$ cat src/rtl/sar_adc_ctrl.sv
// sar_adc_ctrl: successive-approximation ADC sequencer for a 12-bit feedback DAC.
// Flow: sample-and-hold for SAMPLE_CYCLES cycles, then 12 one-cycle bit trials
// from MSB to LSB, then a one-cycle DONE that publishes the result on D_out.
// Optional feature macro: SAR_ADC_OVERRUN_EN adds the 'overrun' output, which
// flags a start request that arrives while a conversion is in flight.
//
// state      | meaning
// -----------+---------------------------------------------------------------
// ST_IDLE    | waiting for en & start; dac_code = 0
// ST_SAMPLE  | sample switch closed, sample counter counts down to 0
// ST_CONVERT | one bit trial per cycle, r_bit walks 11 -> 0, dac_en = 1
// ST_DONE    | D_out just loaded, done pulses for this single cycle
module sar_adc_ctrl #(
    parameter int  SAMPLE_CYCLES = 2,
    parameter real Vref          = 3.3
) (
    input  logic        clk,
    input  logic        rst_n,
    input  logic        en,
    input  logic        start,
    input  logic        cmp,
    output logic        sample,
    output logic [11:0] dac_code,
    output logic        dac_en,
    output logic        busy,
    output logic        done,
    output logic [11:0] D_out
`ifdef SAR_ADC_OVERRUN_EN
    ,
    output logic        overrun
`endif
);

    typedef enum logic [1:0] {
        ST_IDLE    = 2'd0,
        ST_SAMPLE  = 2'd1,
        ST_CONVERT = 2'd2,
        ST_DONE    = 2'd3
    } state_t;

    // Sample counter reload: the last SAMPLE cycle is the one where it reads 0.
    localparam logic [3:0] SAMPLE_LAST = 4'(SAMPLE_CYCLES - 1);
    // Full-scale reference only matters to simulation messages; kept for reference.
    localparam int VREF_MV_UNUSED = int'(Vref * 1000.0);

    state_t      r_state;
    state_t      w_state_nxt;
    logic [3:0]  r_bit;
    logic [3:0]  w_bit_nxt;
    logic [3:0]  r_scnt;
    logic [3:0]  w_scnt_nxt;
    logic [11:0] r_code;
    logic [11:0] w_code_nxt;
    logic [11:0] r_dout;
    logic [11:0] w_dout_nxt;
    logic [11:0] w_resolved;
    logic        r_armed;
    logic        w_start_acc;

    // A start is only honoured from IDLE, and not on the first edge out of reset.
    assign w_start_acc = (r_state == ST_IDLE) && en && start && r_armed;

    // State, counters, trial code and result register.
    always_ff @(posedge clk or negedge rst_n) begin
        if (!rst_n) begin
            r_state <= ST_IDLE;
            r_bit   <= 4'd0;
            r_scnt  <= 4'd0;
            r_code  <= 12'd0;
            r_dout  <= 12'd0;
        end else begin
            r_state <= w_state_nxt;
            r_bit   <= w_bit_nxt;
            r_scnt  <= w_scnt_nxt;
            r_code  <= w_code_nxt;
            r_dout  <= w_dout_nxt;
        end
    end

    // Arms start acceptance one edge after reset release.
    always_ff @(posedge clk or negedge rst_n) begin
        if (!rst_n) begin
            r_armed <= 1'b0;
        end else begin
            r_armed <= 1'b1;
        end
    end

    // Next-state and datapath update; en low outside IDLE wins over everything.
    always_comb begin
        w_state_nxt = r_state;
        w_bit_nxt   = r_bit;
        w_scnt_nxt  = r_scnt;
        w_code_nxt  = r_code;
        w_dout_nxt  = r_dout;
        w_resolved  = r_code;
        w_resolved[r_bit] = cmp;

        case (r_state)
            ST_IDLE: begin
                w_code_nxt = 12'd0;
                w_bit_nxt  = 4'd0;
                w_scnt_nxt = 4'd0;
                if (w_start_acc) begin
                    w_state_nxt = ST_SAMPLE;
                    w_scnt_nxt  = SAMPLE_LAST;
                end
            end
            ST_SAMPLE: begin
                if (r_scnt == 4'd0) begin
                    w_state_nxt = ST_CONVERT;
                    w_bit_nxt   = 4'd11;
                    w_code_nxt  = 12'h800;
                end else begin
                    w_scnt_nxt = r_scnt - 4'd1;
                end
            end
            ST_CONVERT: begin
                if (r_bit == 4'd0) begin
                    w_state_nxt = ST_DONE;
                    w_dout_nxt  = w_resolved;
                    w_code_nxt  = 12'd0;
                end else begin
                    w_code_nxt = w_resolved;
                    w_code_nxt[r_bit - 4'd1] = 1'b1;
                    w_bit_nxt  = r_bit - 4'd1;
                end
            end
            ST_DONE: begin
                w_state_nxt = ST_IDLE;
                w_code_nxt  = 12'd0;
                w_bit_nxt   = 4'd0;
            end
            default: begin
                w_state_nxt = ST_IDLE;
                w_code_nxt  = 12'd0;
            end
        endcase

        if ((r_state != ST_IDLE) && !en) begin
            w_state_nxt = ST_IDLE;
            w_bit_nxt   = 4'd0;
            w_scnt_nxt  = 4'd0;
            w_code_nxt  = 12'd0;
            w_dout_nxt  = r_dout;
        end
    end

    // Outputs decode straight from the registered state; r_code is 0 outside CONVERT.
    always_comb begin
        sample   = (r_state == ST_SAMPLE);
        dac_en   = (r_state == ST_CONVERT);
        busy     = (r_state != ST_IDLE);
        done     = (r_state == ST_DONE);
        dac_code = r_code;
        D_out    = r_dout;
    end

`ifdef SAR_ADC_OVERRUN_EN
    logic r_overrun;

    // Sticky overrun flag: start seen mid-conversion (DONE excluded), cleared by next accepted start.
    always_ff @(posedge clk or negedge rst_n) begin
        if (!rst_n) begin
            r_overrun <= 1'b0;
        end else if (w_start_acc) begin
            r_overrun <= 1'b0;
        end else if (start && (r_state != ST_IDLE) && (r_state != ST_DONE)) begin
            r_overrun <= 1'b1;
        end
    end

    assign overrun = r_overrun;
`endif

endmodule

$ cat config.mk
export PLATFORM = sky130hd
export DESIGN_NAME = sar_adc_ctrl
export DESIGN_NICKNAME = d
export VERILOG_FILES = /design/src/rtl/sar_adc_ctrl.sv
export SDC_FILE = /design/constraint.sdc
export NUM_CORES = 1
export LEC_CHECK = 0
export CAP_MARGIN = 20
export CORE_UTILIZATION = 50
export CTS_CLUSTER_SIZE = 12
export DETAILED_ROUTE_END_ITERATION = 10
export GPL_ROUTABILITY_DRIVEN = 0
export GPL_TIMING_DRIVEN = 1
export HOLD_SLACK_MARGIN = 0.1
export PLACE_DENSITY = 0.71
export SETUP_SLACK_MARGIN = 0.2
export SLEW_MARGIN = 20
export SYNTH_ARGS = -nofsm -noshare
export SYNTH_HDL_FRONTEND = slang
export SYNTH_SLANG_ARGS = --single-unit
$ cat constraint.sdc
create_clock -name clk -period 2.9 [get_ports clk]
set_input_delay 0.29 -clock clk [delete_from_list [all_inputs] [get_ports clk]]
set_output_delay 0.29 -clock clk [all_outputs]
set_load 0.02 [all_outputs]
==> flow_summary.yaml <==
logic_synthesis:
  ys_warn_count: 0
  synthFlopType: "dfrtp_1"
  synth_top_area_share_pct: 41.4
  synth_nets: 252
  synth.avg_cell_area_um2: 8.96
  yosysUniqueCellTypes: 48
  yosysSeqAreaShare_pct: 41.4
  yosysTopAreaCell: "dfrtp_1"
  synthCells: 236
  synth_common_cells: "dfrtp_1, nand2_1, nor2_1, a21oi_1, o21ai_1"
  syn_area_um2: 2110
  async_flop_share_pct: 100
  synthMostInstantiatedCell: "dfrtp_1"
  synth_area_leaders: "dfrtp_1, ha_1, nand2_1"
  synth-seq-cells: 35
  synth-edff-count: 0
global_routing:
  grt_pass1_vias: 1610
  overflow: 0
  grt_use_total_pct: 24.9
  grt_max_degree: 36
  antenna_found_initial: 0
  grt_first_pass_wirelength_mm: 8.07
drt:
  vias: 1797
  wl_per_cell_um: 15.3
  first_pass_iters: 4
  ant_nets: 0
  totalWireLength_mm: 4.78
  viasPerCell: 5.76
  drt-initial-drc-count: 144
  drcViolationCount: 0
critical_path:
  critPathCaptureType: "flop"
  critPathKind: "flop to flop"
  cp-start-kind: "flop"
  slowest_delay_ns: 0.47
  critical_path.slowest_cell: "dfrtp_1"
  arrival_ns: 2.39
  cp_cell_sequence: "inv_1, ha_1, nor2b_2, a211o_1, nor2_1, a221o_1"
  required_ns: 3.07
  crit_fanout: 12
clock_tree:
  postCtsSetupBuffers: 0
  clock-sinks: 35
  clock_tree.root_cell: "clkbuf_8"
  cts.clk_slew.worst_paths_ns: 0.07
  post_cts_resized: 0
  htreeDepth: 2
  cts_tree: "built"
  cts_hold_buffers: 0
  cts_buffer_depth: 2
  clock_latency_ns: 0.28
  cts_made_buffers: 5
pwr:
  power.leakage_nw: 1.15
  ir_drop_uv: 564
  powerDensity_nw_per_um2: 1010
floorplanning:
  core_area_um2: 4030
  pin_count: 33
  chipWidth_um: 67.0
  dieArea_um2: 4490
  initial_core_util_pct: 52.5
  die_height_um: 67.0
  row_count: 23
timing:
  fin_crit_sh_pct: 76.5
  fmax_mhz: 451
  hold_violations: 0
  finalHoldWorstSlack_ns: 0.409
  min_period_ns: 2.22
  finalSetupViolCount: 0
  clock_skew_ns: 0.00656
  slew_violations: 0
  worst_slack_ns: 0.682
  rsz0062_at_grt: "no"
  tightestPinTransition_ns: 0.624
  tns_ns: 0
  max_slew_margin_pct: 58.3
place:
  hpwl_mm: 3.36
  place_ws_ns: 0.696
  portBuffers: 32
layout:
  nFillCells: 368
  num-nets-final: 278
  drive_above_1_share_pct: 6.87
  area_growth_syn_to_layout_pct: 19.6
  regArea_um2: 876
  n_antenna_cell: 0
  multiInputGateArea_um2: 1120
worst_hold_path:
  hold_class: "input pin to async pin"
status:
  status: "complete, no violations"
job:
  maxCapViolCount: 0
## kinds of logic after synthesis
logic type                 count (synthesis)  synth area share [%]
AOI/OAI and AO/OA                         79                  24.4
and+or+nand+nor                           69                  15.3
DFF                                       35                  41.4
buffers and inverters                     27                  5.68
muxes                                     12                  5.74
adders and majority gates                 11                  6.51
xor gates and xnor gates                   2                 0.829
other                                      1                 0.177
## critical path, delay by kind of cell, from the launching register on
family,cells,cell delay [ns]
adder cells (fa/ha/maj),1,0.40
buffers and inverters,1,0.11
AND/OR/NAND/NOR,2,0.45
AO/OA/AOI/OAI,2,0.67
flip-flops,1,0.47
## flip-flops by register name, summed over array words and instances, names as in the netlist
register  cells
r_scnt        4
r_state       2
r_bit         4
r_armed       1
dac_code     12
D_out        12
## final timing paths
check | start | endpoint | slack, ns | cells past startpoint
setup / recovery | r_bit[0]$_DFFE_PN0P_ | dac_code[4]$_DFFE_PN0P_ | 0.68 | 6
hold / removal | rst_n | r_scnt[3]$_DFFE_PN0P_ | 0.41 | 2
setup reg to reg | r_bit[0]$_DFFE_PN0P_ | dac_code[4]$_DFFE_PN0P_ | 0.68 | 6
hold reg to reg | D_out[5]$_DFFE_PN0P_ | D_out[5]$_DFFE_PN0P_ | 0.48 | 2
max in group asynchronous | rst_n | D_out[6]$_DFFE_PN0P_ | 2.17 | 2
min in group clk | D_out[5]$_DFFE_PN0P_ | D_out[5]$_DFFE_PN0P_ | 0.48 | 2
## power by group
group	switching (mW)	total (mW)	internal [mW]
Combinational	0.848	1.45	0.602
Sequential	0.137	0.756	0.618
Clock	0.165	0.351	0.186
## through the flow
stage	total power, mW	cell area (µm²)	instances	util [%]
after global placement	2.18	2440	305	60.6
final	2.56	2530	312	62.8
after floorplan	1.78	2110	236	-
after CTS	2.57	2530	312	62.8
after global routing	2.77	2530	312	62.8
after detailed placement	2.20	2440	305	60.6
## layout by cell type, fill, tap and decap left out, drive strengths merged, types with 3 or more instances in the layout
cell type | synthesis | layout
a211oi | 4 | 4
a21o | 4 | 4
a21oi | 15 | 15
a221o | 4 | 4
a31oi | 4 | 4
buf | 14 | 3
clkbuf | 2 | 6
clkdlybuf4s50 | 0 | 32
dfrtp | 35 | 35
ha | 11 | 11
inv | 11 | 11
mux2i | 11 | 11
nand2 | 34 | 34
nand3 | 3 | 3
nor2 | 17 | 17
nor2b | 4 | 4
o21ai | 26 | 26
o22a | 3 | 3
o22ai | 4 | 4
o31ai | 3 | 3
## per-layer routing
metal	wire length (µm)	track usage [%]	share of wire, %	up-vias
li1	-	-	-	886
met1	2240	34.1	47	841
met2	2160	37.5	45	62
met3	285	5.82	6.0	8
met4	93	9.57	1.9	0
met5	0	0	0	-
## area by class of cell
class / count / area share (%)
clock inverter: 1 / 0.198
timing repair buffer: 35 / 13.6
tap: 50 / 2.47
clock buffer: 6 / 3.27
sequential: 35 / 34.6
inverter: 11 / 1.63
multi-input combinational: 174 / 44.2
No activity file was read; power rests on OpenSTA's default activity.
